$ cat config.mk
export PLATFORM = sky130hd
export DESIGN_NAME = store_io_unit
export DESIGN_NICKNAME = d
export VERILOG_FILES = /design/src/rtl/store_io_pkg.sv /design/src/rtl/store_io_unit_tx_buffer.sv /design/src/rtl/store_io_unit.sv
export SDC_FILE = /design/constraint.sdc
export NUM_CORES = 1
export LEC_CHECK = 0
export ABC_AREA = 0
export CAP_MARGIN = 20
export CORE_AREA = 2 2 107 109
export DETAILED_ROUTE_END_ITERATION = 10
export DIE_AREA = 0 0 109 111
export PLACE_DENSITY = 0.81
export SLEW_MARGIN = 10
export SYNTH_ARGS = -nofsm -noshare
export SYNTH_HDL_FRONTEND = slang
export SYNTH_SLANG_ARGS = --single-unit
$ cat constraint.sdc
create_clock -name clk -period 2.4 [get_ports clk]
set_clock_uncertainty 0.15 [all_clocks]
set_input_delay 0.36 -clock clk [delete_from_list [all_inputs] [get_ports clk]]
set_output_delay 0.36 -clock clk [all_outputs]
set_load 0.05 [all_outputs]
$ cat src/rtl/store_io_pkg.sv
// Shared opcode, funct3, memory-map constants and the store byte-mask helper
// for the store/IO unit.
package store_io_pkg;

    localparam logic [6:0] OPC_STORE = 7'b0100011;

    localparam logic [2:0] F3_SB = 3'd0;
    localparam logic [2:0] F3_SH = 3'd1;
    localparam logic [2:0] F3_SW = 3'd2;

    localparam logic [31:0] MMIO_TX_OFF  = 32'h0000_0008;
    localparam logic [31:0] MMIO_CLR_OFF = 32'h0000_0018;

    // Region decode on addr[31:28]: DMEM = 4'b00x1, IMEM = 4'b001x (they overlap at 4'b0011).
    localparam logic [3:0] DMEM_NIB_MASK = 4'b1101;
    localparam logic [3:0] DMEM_NIB_VAL  = 4'b0001;
    localparam logic [3:0] IMEM_NIB_MASK = 4'b1110;
    localparam logic [3:0] IMEM_NIB_VAL  = 4'b0010;

    typedef enum logic {
        TX_EMPTY = 1'b0,
        TX_FULL  = 1'b1
    } tx_state_e;

    function automatic logic [3:0] byte_mask(input logic [2:0] funct3, input logic [1:0] off);
        logic [3:0] m;
        case (funct3)
            F3_SB:   m = 4'b0001 << off;
            F3_SH:   m = 4'b0011 << off;
            F3_SW:   m = 4'b1111;
            default: m = 4'b0000;
        endcase
        return m;
    endfunction

endpackage

$ cat src/rtl/store_io_unit_tx_buffer.sv
// Single-entry UART transmit buffer; a new byte may be loaded in the same
// cycle the held byte is drained, so back-to-back traffic never bubbles.
module uart_tx_buffer
    import store_io_pkg::*;
(
    input  logic       clk,
    input  logic       rst_n,
    input  logic       in_valid_i,
    input  logic [7:0] in_data_i,
    output logic       in_ready_o,
    output logic       out_valid_o,
    output logic [7:0] out_data_o,
    input  logic       out_ready_i
);

    tx_state_e  state_q, state_d;
    logic [7:0] data_q, data_d;
    logic       accept;

    always_ff @(posedge clk or negedge rst_n) begin
        if (!rst_n) begin
            state_q <= TX_EMPTY;
            data_q  <= 8'h00;
        end else begin
            state_q <= state_d;
            data_q  <= data_d;
        end
    end

    always_comb begin
        state_d = state_q;
        data_d  = data_q;
        if (accept) begin
            state_d = TX_FULL;
            data_d  = in_data_i;
        end else if (state_q == TX_FULL && out_ready_i) begin
            state_d = TX_EMPTY;
        end
    end

    always_comb begin
        out_valid_o = (state_q == TX_FULL);
        in_ready_o  = (state_q == TX_EMPTY) || out_ready_i;
        accept      = in_valid_i && in_ready_o;
    end

    assign out_data_o = data_q;

endmodule

$ cat src/rtl/store_io_unit.sv
// Store path of the execute stage: byte masking, DMEM/IMEM/MMIO decode,
// UART transmit buffer and free-running cycle/retired-instruction counters.
module store_io_unit
    import store_io_pkg::*;
#(
    parameter logic [31:0] IO_BASE = 32'h8000_0000,
    parameter int          CNT_W   = 32
) (
    input  logic             clk,
    input  logic             rst_n,
    input  logic [31:0]      inst_ex_i,
    input  logic             inst_valid_i,
    input  logic [31:0]      addr_i,
    input  logic [31:0]      rs2_data_i,
    input  logic             retire_i,
    input  logic             uart_tx_ready_i,
    output logic [3:0]       dmem_we_o,
    output logic [3:0]       imem_we_o,
    output logic [31:0]      wdata_o,
    output logic [7:0]       uart_tx_data_o,
    output logic             uart_tx_valid_o,
    output logic [CNT_W-1:0] cycle_cnt_o,
    output logic [CNT_W-1:0] inst_cnt_o,
    output logic             stall_o
);

    logic             is_store, dmem_hit, imem_hit, tx_store, clr_store, tx_in_ready;
    logic [3:0]       mask;
    logic [CNT_W-1:0] cycle_cnt_q, cycle_cnt_d, inst_cnt_q, inst_cnt_d;

    always_comb begin
        is_store  = inst_valid_i && (inst_ex_i[6:0] == OPC_STORE);
        mask      = byte_mask(inst_ex_i[14:12], addr_i[1:0]);
        dmem_hit  = (addr_i[31:28] & DMEM_NIB_MASK) == DMEM_NIB_VAL;
        imem_hit  = (addr_i[31:28] & IMEM_NIB_MASK) == IMEM_NIB_VAL;
        tx_store  = is_store && (addr_i == IO_BASE + MMIO_TX_OFF);
        clr_store = is_store && (addr_i == IO_BASE + MMIO_CLR_OFF);
        stall_o   = tx_store && !tx_in_ready;
        dmem_we_o = (is_store && dmem_hit && !stall_o) ? mask : 4'b0000;
        imem_we_o = (is_store && imem_hit && !stall_o) ? mask : 4'b0000;
        wdata_o   = rs2_data_i << {addr_i[1:0], 3'b000};
    end

    uart_tx_buffer u_tx_buf (
        .clk         (clk),
        .rst_n       (rst_n),
        .in_valid_i  (tx_store),
        .in_data_i   (rs2_data_i[7:0]),
        .in_ready_o  (tx_in_ready),
        .out_valid_o (uart_tx_valid_o),
        .out_data_o  (uart_tx_data_o),
        .out_ready_i (uart_tx_ready_i)
    );

    // Clear wins over the same-cycle increment.
    always_comb begin
        cycle_cnt_d = cycle_cnt_q + CNT_W'(1);
        inst_cnt_d  = retire_i ? inst_cnt_q + CNT_W'(1) : inst_cnt_q;
        if (clr_store) begin
            cycle_cnt_d = '0;
            inst_cnt_d  = '0;
        end
    end

    always_ff @(posedge clk or negedge rst_n) begin
        if (!rst_n) begin
            cycle_cnt_q <= '0;
            inst_cnt_q  <= '0;
        end else begin
            cycle_cnt_q <= cycle_cnt_d;
            inst_cnt_q  <= inst_cnt_d;
        end
    end

    assign cycle_cnt_o = cycle_cnt_q;
    assign inst_cnt_o  = inst_cnt_q;

endmodule
* After elaboration in Yosys (flattened, before gate mapping)
Index checks and enable logic that the tools add are counted. W data, S select, Z words.
Cells by class: add/sub/neg operators 2, bitwise gates (word level) 1, multiplexer cells 8, equal/unequal tests 7, shift operators 3, reductions and logical operators 16
Operators by type and width (number):
- $mux W32 | 3
- $add A32 B1 Y32 const B | 2
- $eq A32 B32 Y1 const B | 2
- $shl A32 B5 Y32 | 1
- $pmux W4 S3 | 1
- $logic_and A1 B1 Y1 | 10
- $eq A3 B1 Y1 const B | 3
- $mux W4 | 2
- $eq A7 B6 Y1 const B | 1
- $reduce_bool A2 Y1 | 2
- $shl A1 B2 Y4 const A | 1
- $shl A2 B2 Y4 const A | 1
- $eq A3 B2 Y1 const B | 1
- $logic_not A3 Y1 | 1
- $logic_not A1 Y1 | 2
- $mux W1 | 2
- $logic_or A1 B1 Y1 | 1
- $not A1 Y1 | 1
Word-level totals: output and inout bits 114, logic and storage cells 41, bits in registers 73

* Logic depth before layout (Yosys ltp)
word-level depth 7, mapped depth 7, mapped depth without buffers 5

* Cells and area by module
A second synthesis with hierarchy kept.
Second synthesis, totals: cell total of the unflattened synthesis 482, area total of the unflattened synthesis 4350.4 µm²
By module, submodules not included:
- store_io_unit | cells an instance 462, times used 1, seq. area each 1601.5 µm², area each 3965.1 µm²
- uart_tx_buffer | cells an instance 20, times used 1, seq. area each 225.2 µm², area each 385.4 µm²

* Least setup slack after synthesis
Ideal clock, no wire load.
path kind input to output, start point input addr_i[0], end point output wdata_o[17], data arrival time 2320 ps, required time 1890 ps, slack -430 ps, cell stages on the path 4, cells stage by stage clkbuf_1 > clkbuf_1 > mux2i_1 > o21ai_0
Between the ends: word-level cells in the longest chain between the ends 1
Ends and longest elaborated chain:
- from (decl) | RTL line store_io_unit.sv:13 | input logic [31:0] addr_i,
- $shl A32 B5 Y32 | RTL line store_io_unit.sv:41 | wdata_o = rs2_data_i << {addr_i[1:0], 3'b000};
- to (decl) | RTL line store_io_unit.sv:19 | output logic [31:0] wdata_o,
Every way passes these cells.

* Worst setup path after layout
start point input addr_i[0], end point output wdata_o[24]
Same word-level chain as after synthesis.

==> impl_results.md <==
* Ant. Diodes at 0
* Clk sinks at 73
* Hold_sp: u_tx_buf.out_data_o[5]
* Max Cap Viol at 0
* Met3 global-route usage at 0.05173
* CP Max Fanout at 20
* First-pass GRT wire length at 24630 um
* Finished Core Util at 0.7026
* Clock power share at 0.358
* Max Freq at 428.5 MHz
* Mapped Nets at 605
* Status: complete, no violations
* Gr ovfl total at 0
* Initial Util at 0.4069
* Htree depth at 3
* Sequential share of power at 0.353
* Core area at 11080 um2
* Routed vias at 4853
* Worst min path class: reg -> reg
* Layout cells sized above 1 at 0.2031
* CP Launch Type: input pin
* Floorplan row count at 39
* Met1 Use GR at 0.3048
* Total global routing track utilization at 0.2553
* Worst Setup End Kind: primary output
* Commonest non-fill, non-tap cell in the layout: clkdlybuf4s50_1
* Syn Std Cell Area at 4507 um2
* Crit Reg-Reg Startpoint: inst_cnt_o[11]
* Clock Path Buffers at 2
* IO buf count at 192
* CTS tree: built
* Slew HR at 0.5028
* Flop2flop setup slack at 0.11 ns
* Vias in the first global route at 4952
* Clk pin slew, worst setup/hold paths at 0.05 ns
* Netlist cell types at 46
* Synthesized area per cell at 8.978 um2
* M2 GR Usage at 0.4435
* Worst Path Required at 1.89 ns
* Final Hold Fails at 0
* Setup_tns at 0 ns
* Slack of the critical path at 0.06601 ns
* Initial drt markers at 389
* Sequential area share after synthesis at 0.4053
* Min Hold Slack at 0.3696 ns
* Critical Path AT at 1.82 ns
* Maximum VDD drop at 0.0004606 V
* Root buffer cell: clkbuf_16
* WS Path Type: in -> out
* Die W at 109 um
* Power density over cell area at 498.0 nW/um2
* GP Congestion at 0.8618
* Routed vias/inst at 5.630
* Pint at 0.002654 W
* Number of routed nets with antenna violations at 0
* # nets final at 817
* DP Worst Slack at -0.3424 ns
* Hold depth at 1
* Pwr Total at 0.003875 W
* Ys async rst share at 1.000
* DRC at 0
* Hold Path Sink: u_tx_buf.out_data_o[5]
* Detailed Route WL at 14970 um
* Leak at 3.221 nW
* GRT busiest layer: met2
* Commonest non-fill, non-tap cells in the layout: 119 x clkdlybuf4s50_1, 73 x dfrtp_1, 45 x buf_12
* Comb pwr share at 0.289
* Actual slew at the worst max-slew pin at 0.7458 ns
* Ratio of final minimum period to clock period at 0.9725
* Sw Pwr at 0.001221 W
* Switching portion of total power at 0.3152
* Wire per inst at 17.37 um
* Detailed Routing Iterations Pass 1 at 4
* Pin count of the biggest net entering global routing at 64
* Yosys warning count at 0
* Final setup vio count at 0
* I/O pins at 215
* Die ar. at 12100 um2
* Most used DFF post-synth: dfrtp_1
* Path depth of the worst reg2reg path at 4
* RSZ-0062 raised after global routing: no
* Final Max Tran Viols at 0
* DP HPWL at 11180 um
* P&R area growth vs syn at 72.68%
* Filler cells at 803
* Syn Inst Count at 502
* CTS buffer count at 9
* Period minus WS final at 2.334 ns
* Die Height at 111 um
* Antenna violations before repair at 0
* Number of synthesized flops with an enable pin at 0
* Clk_lat worst skew at 0.34 ns
* R2R Path End: inst_cnt_o[23]
* Seq cells post-synth at 73
==> how the worst max path moves through the flow <==
stage / from / end / slack (ns) / cells past startpoint
2_1_floorplan: addr_i[0] / dmem_we_o[2] / -0.09 / 6
3_3_place_gp: inst_ex_i[2] / imem_we_o[3] / -0.27 / 6
3_5_place_dp: addr_i[26] / u_tx_buf.out_data_o[7] / -0.34 / 6
4_1_cts: inst_ex_i[4] / dmem_we_o[2] / 0.004 / 6
5_1_grt: inst_ex_i[4] / dmem_we_o[2] / 0.002 / 6
6_report: addr_i[0] / wdata_o[24] / 0.07 / 6
==> power by group through the flow <==
stage          logic, W  clock network (W)  registers (W)
2_1_floorplan  0.000360                  0        0.00157
3_3_place_gp    0.00110                  0        0.00138
3_5_place_dp    0.00112                  0        0.00139
4_1_cts         0.00113            0.00141        0.00137
5_1_grt         0.00118            0.00146        0.00138
6_report        0.00112            0.00139        0.00137
==> Yosys cell counts (4+ instances only) <==
cell,instances,area [um2]
nand4bb_1,4,45.04
nor2_1,51,191.4
a21oi_1,44,220.2
o41ai_1,7,61.31
o31ai_1,14,105.1
o21ai_0,25,125.1
a211oi_1,8,60.06
nand4_1,17,106.4
or4_1,17,127.6
and3_1,5,31.28
nor4_1,14,87.58
nand2_1,31,116.4
buf_1,4,15.01
inv_1,10,37.54
mux2i_1,17,170.2
nor2b_1,13,81.33
nand3_1,22,110.1
and2_1,11,68.82
or3_1,17,106.4
dfrtp_1,73,1827
nor3_1,4,20.02
xor2_1,11,96.34
xnor2_1,15,131.4
mux2_4,8,120.1
and4_1,12,105.1
buf_2,8,40.04
clkbuf_1,16,60.06
==> critical path: stages <==
cell,delay [ns]
clkdlybuf4s50_1,0.49
buf_4,0.18
buf_12,0.17
mux2i_1,0.33
a21oi_2,0.13
buf_12,0.16
==> state kept, by name (all words and copies together), names as in the netlist <==
signal and count:
u_tx_buf.out_valid_o 1, u_tx_buf.out_data_o 8, cycle_cnt_o 32, inst_cnt_o 32
==> per-layer routing <==
metal,share of wire,vias to the layer above
met3,0.063,33
met4,0.028,0
met5,0,-
met2,0.52,196
li1,-,2292
met1,0.38,2332
==> cell type report <==
class / count / area, um2 / area share
multi-input combinational: 390 / 2741 / 0.3523
timing repair buffer: 230 / 2689 / 0.3455
clock buffer: 14 / 274.0 / 0.03521
tap: 143 / 178.9 / 0.02299
clock inverter: 2 / 35.03 / 0.004502
sequential: 73 / 1827 / 0.2347
inverter: 10 / 37.54 / 0.004823
==> through the flow <==
| stage | cells | area [um2] |
|---|---|---|
| after CTS | 862 | 7717 |
| after global placement | 844 | 7277 |
| after detailed placement | 844 | 7277 |
| after global routing | 862 | 7782 |
| final | 862 | 7782 |
| after floorplan | 502 | 4568 |
==> kinds of logic (layout without fill, tap and decap cells) <==
kind of cell | after synthesis | in the layout | synth area share
simple gates | 236 | 236 | 0.3057
compound gates | 101 | 101 | 0.1321
flops | 73 | 73 | 0.4053
buf+inv | 39 | 256 | 0.03637
xor+xnor | 26 | 26 | 0.05053
mux | 25 | 25 | 0.06441
fa+ha+maj | 2 | 2 | 0.005552
==> what timing repair did <==
action                                 CTS  global route
hold buffers                             1             0
endpoints found under the hold margin   30             0
gates resized for setup                 51            20
setup endpoints to repair                9            16
setup buffers                            1             0
pin swaps                               20            11
No activity file was read; power rests on OpenSTA's default activity.
==> RTL edit 1 (same flow settings) <==
The parameter `CNT_W` goes from 32 to 16.
--- a/src/rtl/store_io_unit.sv
+++ b/src/rtl/store_io_unit.sv
@@ -4,7 +4,7 @@
     import store_io_pkg::*;
 #(
     parameter logic [31:0] IO_BASE = 32'h8000_0000,
-    parameter int          CNT_W   = 32
+    parameter int          CNT_W   = 16
 ) (
     input  logic             clk,
     input  logic             rst_n,
Ports: changed (resized cycle_cnt_o and inst_cnt_o); port bits go from 215 to 183. No check against the original RTL was run, so the function may have changed too.
==> RTL edit 1 against the unedited design <==
Power down 29%. Utilization down 21 points. Highest routed layer unchanged. Critical path depth unchanged. Sequential cell count down 32. Largest power group is now combinational logic. Fmax down 1.3%. Largest cell class is now non-clock buffers. Critical path type unchanged. Non-clock buffer count down 39. Design area down 30%. Synthesized area down 40%. Count of clock-buffer cells in the layout down 9. Synthesized cell count down 40%. Die area unchanged. Routed wire length down 32%. Setup slack worse by 0.032 ns.
==> RTL edit 1: results (changes against the unedited design) <==
| Metric | Value |
|---|---|
| GR Layer Usage met1 | 18.4% (-12 points) |
| Register area share after synthesis | 38.1% (-2.4 points) |
| Initial antenna violation count | 0 (unchanged) |
| Post-place setup slack | -0.244 ns (+0.0988 ns) |
| CTS root buffer | clkbuf_16 |
| CP Max Fanout | 2 (-90%) |
| Top post-synthesis cells by area | dfrtp_1 (38%), a21oi_1 (6.3%), mux2i_1 (6.3%) |
| DRT iter0 DRCs | 90 (-77%) |
| Synth cell count leaders | dfrtp_1 (41), a21oi_1 (34), nor2_1 (22) |
| Status | finished, final reports clean |
| CP arrival | 1.86 ns (+0.04 ns) |
| Layout net count | 584 (-29%) |
| Clock slew at reported path FFs | 0.06 ns |
| Syn_nets | 403 (-33%) |
| Layout cells sized above 1 | 26.8% (+6.5 points) |
| GPL Wtd Cong | 0.863 (+0.10%) |
| Vias | 3024 (-38%) |
| Wire per inst | 16.4 um (-5.6%) |
| Worst vdd ir | 297 uV (-36%) |
| Port Buffer Count | 160 (-17%) |
| Met3 Usage GRT | 3.53% (-1.6 points) |
| GR Util met2 | 28.8% (-16 points) |
| Slew HR | 55.3% (+5.0 points) |
| First-pass GRT wire length | 15.5 mm (-37%) |
| CTS H-tree lvls | 2 (-1) |
| Yosys cell types | 41 (-11%) |
| Largest net degree at the start of global routing | 40 (-38%) |
| Total Routing Usage GR | 15.9% (-9.6 points) |
| Leakage | 2.37 nW (-26%) |
| Vias in the first global route | 3078 (-38%) |
| CTS Buf Count | 5 (-4) |
| Dpl hpwl | 7.50 mm (-33%) |
| Skew-Pair Late Insertion Delay | 0.28 ns (-0.06 ns) |
[RTL edit 1: final timing paths]
kind,start,endpoint,slack [ns],cells past startpoint
max,addr_i[5],stall_o,0.03,6
min,u_tx_buf.out_data_o[4],u_tx_buf.out_data_o[4],0.35,1
max reg2reg,inst_cnt_o[5],inst_cnt_o[11],0.37,5
min reg2reg,u_tx_buf.out_data_o[4],u_tx_buf.out_data_o[4],0.35,1
max in group asynchronous,rst_n,u_tx_buf.out_data_o[7],1.02,3
min in group asynchronous,rst_n,inst_cnt_o[1],0.51,2
[RTL edit 1: where the power goes]
| part | switching [mW] | internal, mW |
|---|---|---|
| Clock | 0.257 | 0.594 |
| Sequential | 0.0958 | 0.749 |
| Combinational | 0.601 | 0.472 |
[RTL edit 1: cell type report]
cell class	instances	area, um^2
inverter	5	18.8
sequential	41	1030
clock inverter	3	65.1
fill	998	5600
timing repair buffer	191	2330
multi-input combinational	237	1740
tap	143	179
clock buffer	5	125
[RTL edit 1: timing repair]
action	in CTS	in global routing
hold buffers	1	0
pin swaps	11	11
endpoints found under the hold margin	27	0
setup endpoints to repair	34	10
setup buffers	10	3
cloned	0	0
resized for setup	28	31
[RTL edit 1: through the flow]
| step | utilization (%) | TNS, ns | instance area [um^2] | std cells |
|---|---|---|---|---|
| final | 49.4 | 0 | 5480 | 625 |
| after global routing | 49.4 | -0.0562 | 5480 | 625 |
| after CTS | 48.3 | 0 | 5350 | 622 |
| after detailed placement | 45.4 | -4.37 | 5030 | 603 |
| after global placement | 45.4 | -3.76 | 5030 | 603 |
| after floorplan | - | -0.658 | 2760 | 300 |
[RTL edit 1: metal layers]
metal  vias up  share of wire [%]
li1       1453                  -
met1      1435                 39
met2       122                 51
met3        14                8.3
met4         0                2.0
met5         -                  0
[RTL edit 1: kinds of logic after synthesis]
logic type               Yosys count  share of synthesized area [%]
XOR/XNOR                          22                           7.16
multiplexers                      25                           9.67
AND/OR/NAND/NOR                  118                           25.7
adder cells (fa/ha/maj)            2                          0.929
flip-flops                        41                           38.1
AO/OA/AOI/OAI                     70                           15.2
buffers and inverters             22                           3.25
[RTL edit 1: critical path: stages]
cell and delay (ns):
clkdlybuf4s50_1 0.45, nor3_2 0.25, and2_4 0.19, nand4_1 0.14
nor3_2 0.26, clkbuf_16 0.21
==> RTL edit 2 (same flow settings) <==
Without the edit above. Take the reset off `data_q` and load it in a clocked block of its own.
--- a/src/rtl/store_io_unit_tx_buffer.sv
+++ b/src/rtl/store_io_unit_tx_buffer.sv
@@ -20,11 +20,13 @@
     always_ff @(posedge clk or negedge rst_n) begin
         if (!rst_n) begin
             state_q <= TX_EMPTY;
-            data_q  <= 8'h00;
         end else begin
             state_q <= state_d;
-            data_q  <= data_d;
         end
+    end
+
+    always_ff @(posedge clk) begin
+        data_q <= data_d;
     end
 
     always_comb begin
Function: changed (a bounded check fails within 4 cycles, from zero or initial values and one cycle with rst_n low).
==> RTL edit 2 against the unedited design <==
Fmax fell by 0.79%. Power increased by 0.17%. Design area is 4.9% lower. Routed wire length down 11%. Combinational power decreased by 4%. Largest cell class is now non-clock buffers. Sequential cell count stayed put. Setup slack got worse by 0.019 ns. Synthesized area is 6.1% lower. Hold slack worse by 0.012 ns. Non-clock buffer count shrank 11. Critical path depth is the same. Die area is the same. Utilization down 3.4 points.
==> RTL edit 2: results (changes against the unedited design) <==
| Metric | Value |
|---|---|
| Slew HR | 59.8% (+9.5 points) |
| Leakage | 3.16 nW (-2.0%) |
| Layout cells sized above 1 | 18.0% (-2.4 points) |
| Worst path top cell family by delay | simple AND/OR/NAND/NOR gates |
| Post-synthesis mux area share | 4.02% (-2.4 points) |
| CP Max Fanout | 2 (-90%) |
| Compound-Gate Fraction of Synth Area | 4.85% (-8.4 points) |
| Adder and majority gate portion of the synthesized area | 0.592% (+0.036 points) |
| Post-synth EDFFs | 8 (+8) |
| Dpl hpwl | 10.1 mm (-9.5%) |
| Max incr delay on CP | 0.41 ns (-0.08 ns) |
| Top post-synthesis cells by area | dfrtp_1 (38%), nor2_1 (7.7%), xnor2_1 (6.0%) |
| Avg Synthesized Cell Area | 9.28 um^2 (+3.3%) |
| Setup crit start | addr_i[25] |
| Worst reg2reg path endpoint | cycle_cnt_o[31] |
| Skew-Pair Late Insertion Delay | 0.32 ns (-0.02 ns) |
| Worst setup endpoint | stall_o |
| Syn_nets | 559 (-7.6%) |
| Worst vdd ir | 486 uV (+5.5%) |
| CP arrival | 1.84 ns (+0.02 ns) |
| Wire per inst | 16.4 um (-5.6%) |
| R2R setup slack | 0.40 ns (+0.29 ns) |
| Synth Area in XOR/XNOR | 12.0% (+7.0 points) |
| # fillers | 824 (+2.6%) |
| Fin cells | 817 (-5.2%) |
| Status | finished, final reports clean |
| Layout net count | 772 (-5.5%) |
RTL edit 2: cell types whose count changed after synthesis, sizes merged, moves of 8 or more:
cell	before	now
dfrtp	73	65
xor2	11	29
a21oi	44	13
o21ai	25	13
or4	17	2
edfxtp	0	8
nor2	51	88
o31ai	14	0
clkbuf	16	7
xnor2	15	29
nand4	18	26
or3	17	3
nor3	4	14
mux2	8	0
RTL edit 2: cells by family after synthesis:
logic type	count (synthesis)
simple gates	246
mux	17
buf+inv	24
fa+ha+maj	2
compound gates	36
flops	73
xor+xnor	58
RTL edit 2: worst min-delay path by stage:
stage / from / end / slack [ns]
6_report: cycle_cnt_o[0] / cycle_cnt_o[0] / 0.36
3_3_place_gp: rst_n / inst_cnt_o[2] / 0.25
5_1_grt: cycle_cnt_o[0] / cycle_cnt_o[0] / 0.39
4_1_cts: cycle_cnt_o[0] / cycle_cnt_o[0] / 0.36
2_1_floorplan: rst_n / cycle_cnt_o[0] / -0.09
3_5_place_dp: rst_n / inst_cnt_o[2] / 0.26
RTL edit 2: what timing repair did:
item                                    in CTS  in global routing
resized for setup                           45                 31
hold endpoints to repair                    65                  0
hold buffers                                 1                  0
pin swaps                                   11                 19
endpoints found under the setup margin      10                 17
buffers inserted                             4                  1
RTL edit 2: final cells by class:
class	instances	area (um^2)	area share [%]
flip-flops and latches	73	1870	25.2
well taps	143	179	2.42
inverters	7	26.3	0.355
multi-input cells	359	2400	32.4
clock buffers	12	278	3.75
repair buffers	219	2600	35.2
clock inverters	4	47.5	0.642
RTL edit 2: where the power goes:
part	total [mW]	switching [mW]	internal (mW)
Sequential	1.40	0.0874	1.31
Combinational	1.07	0.609	0.463
Clock	1.41	0.494	0.921
RTL edit 2: per-layer routing:
layer	vias to the layer above	global-route usage (%)	part of all wire [%]
met5	-	0	0
met3	15	7.35	7.7
met1	2078	25.1	37
met4	0	5.30	1.6
li1	2035	-	-
met2	160	39.5	54
RTL edit 2: through the flow:
step / setup TNS [ns] / instance area [um^2] / setup WS [ns] / utilization, % / power, mW
floorplan: -0.0393 / 4230 / -0.0268 / - / 1.95
global placement: -2.39 / 6830 / -0.148 / 61.7 / 2.46
detailed placement: -8.51 / 6830 / -0.252 / 61.7 / 2.48
CTS: -0.00303 / 7310 / -0.00303 / 66.0 / 3.90
global route: -0.0169 / 7400 / -0.0136 / 66.8 / 4.03
finish: 0 / 7400 / 0.0475 / 66.8 / 3.88
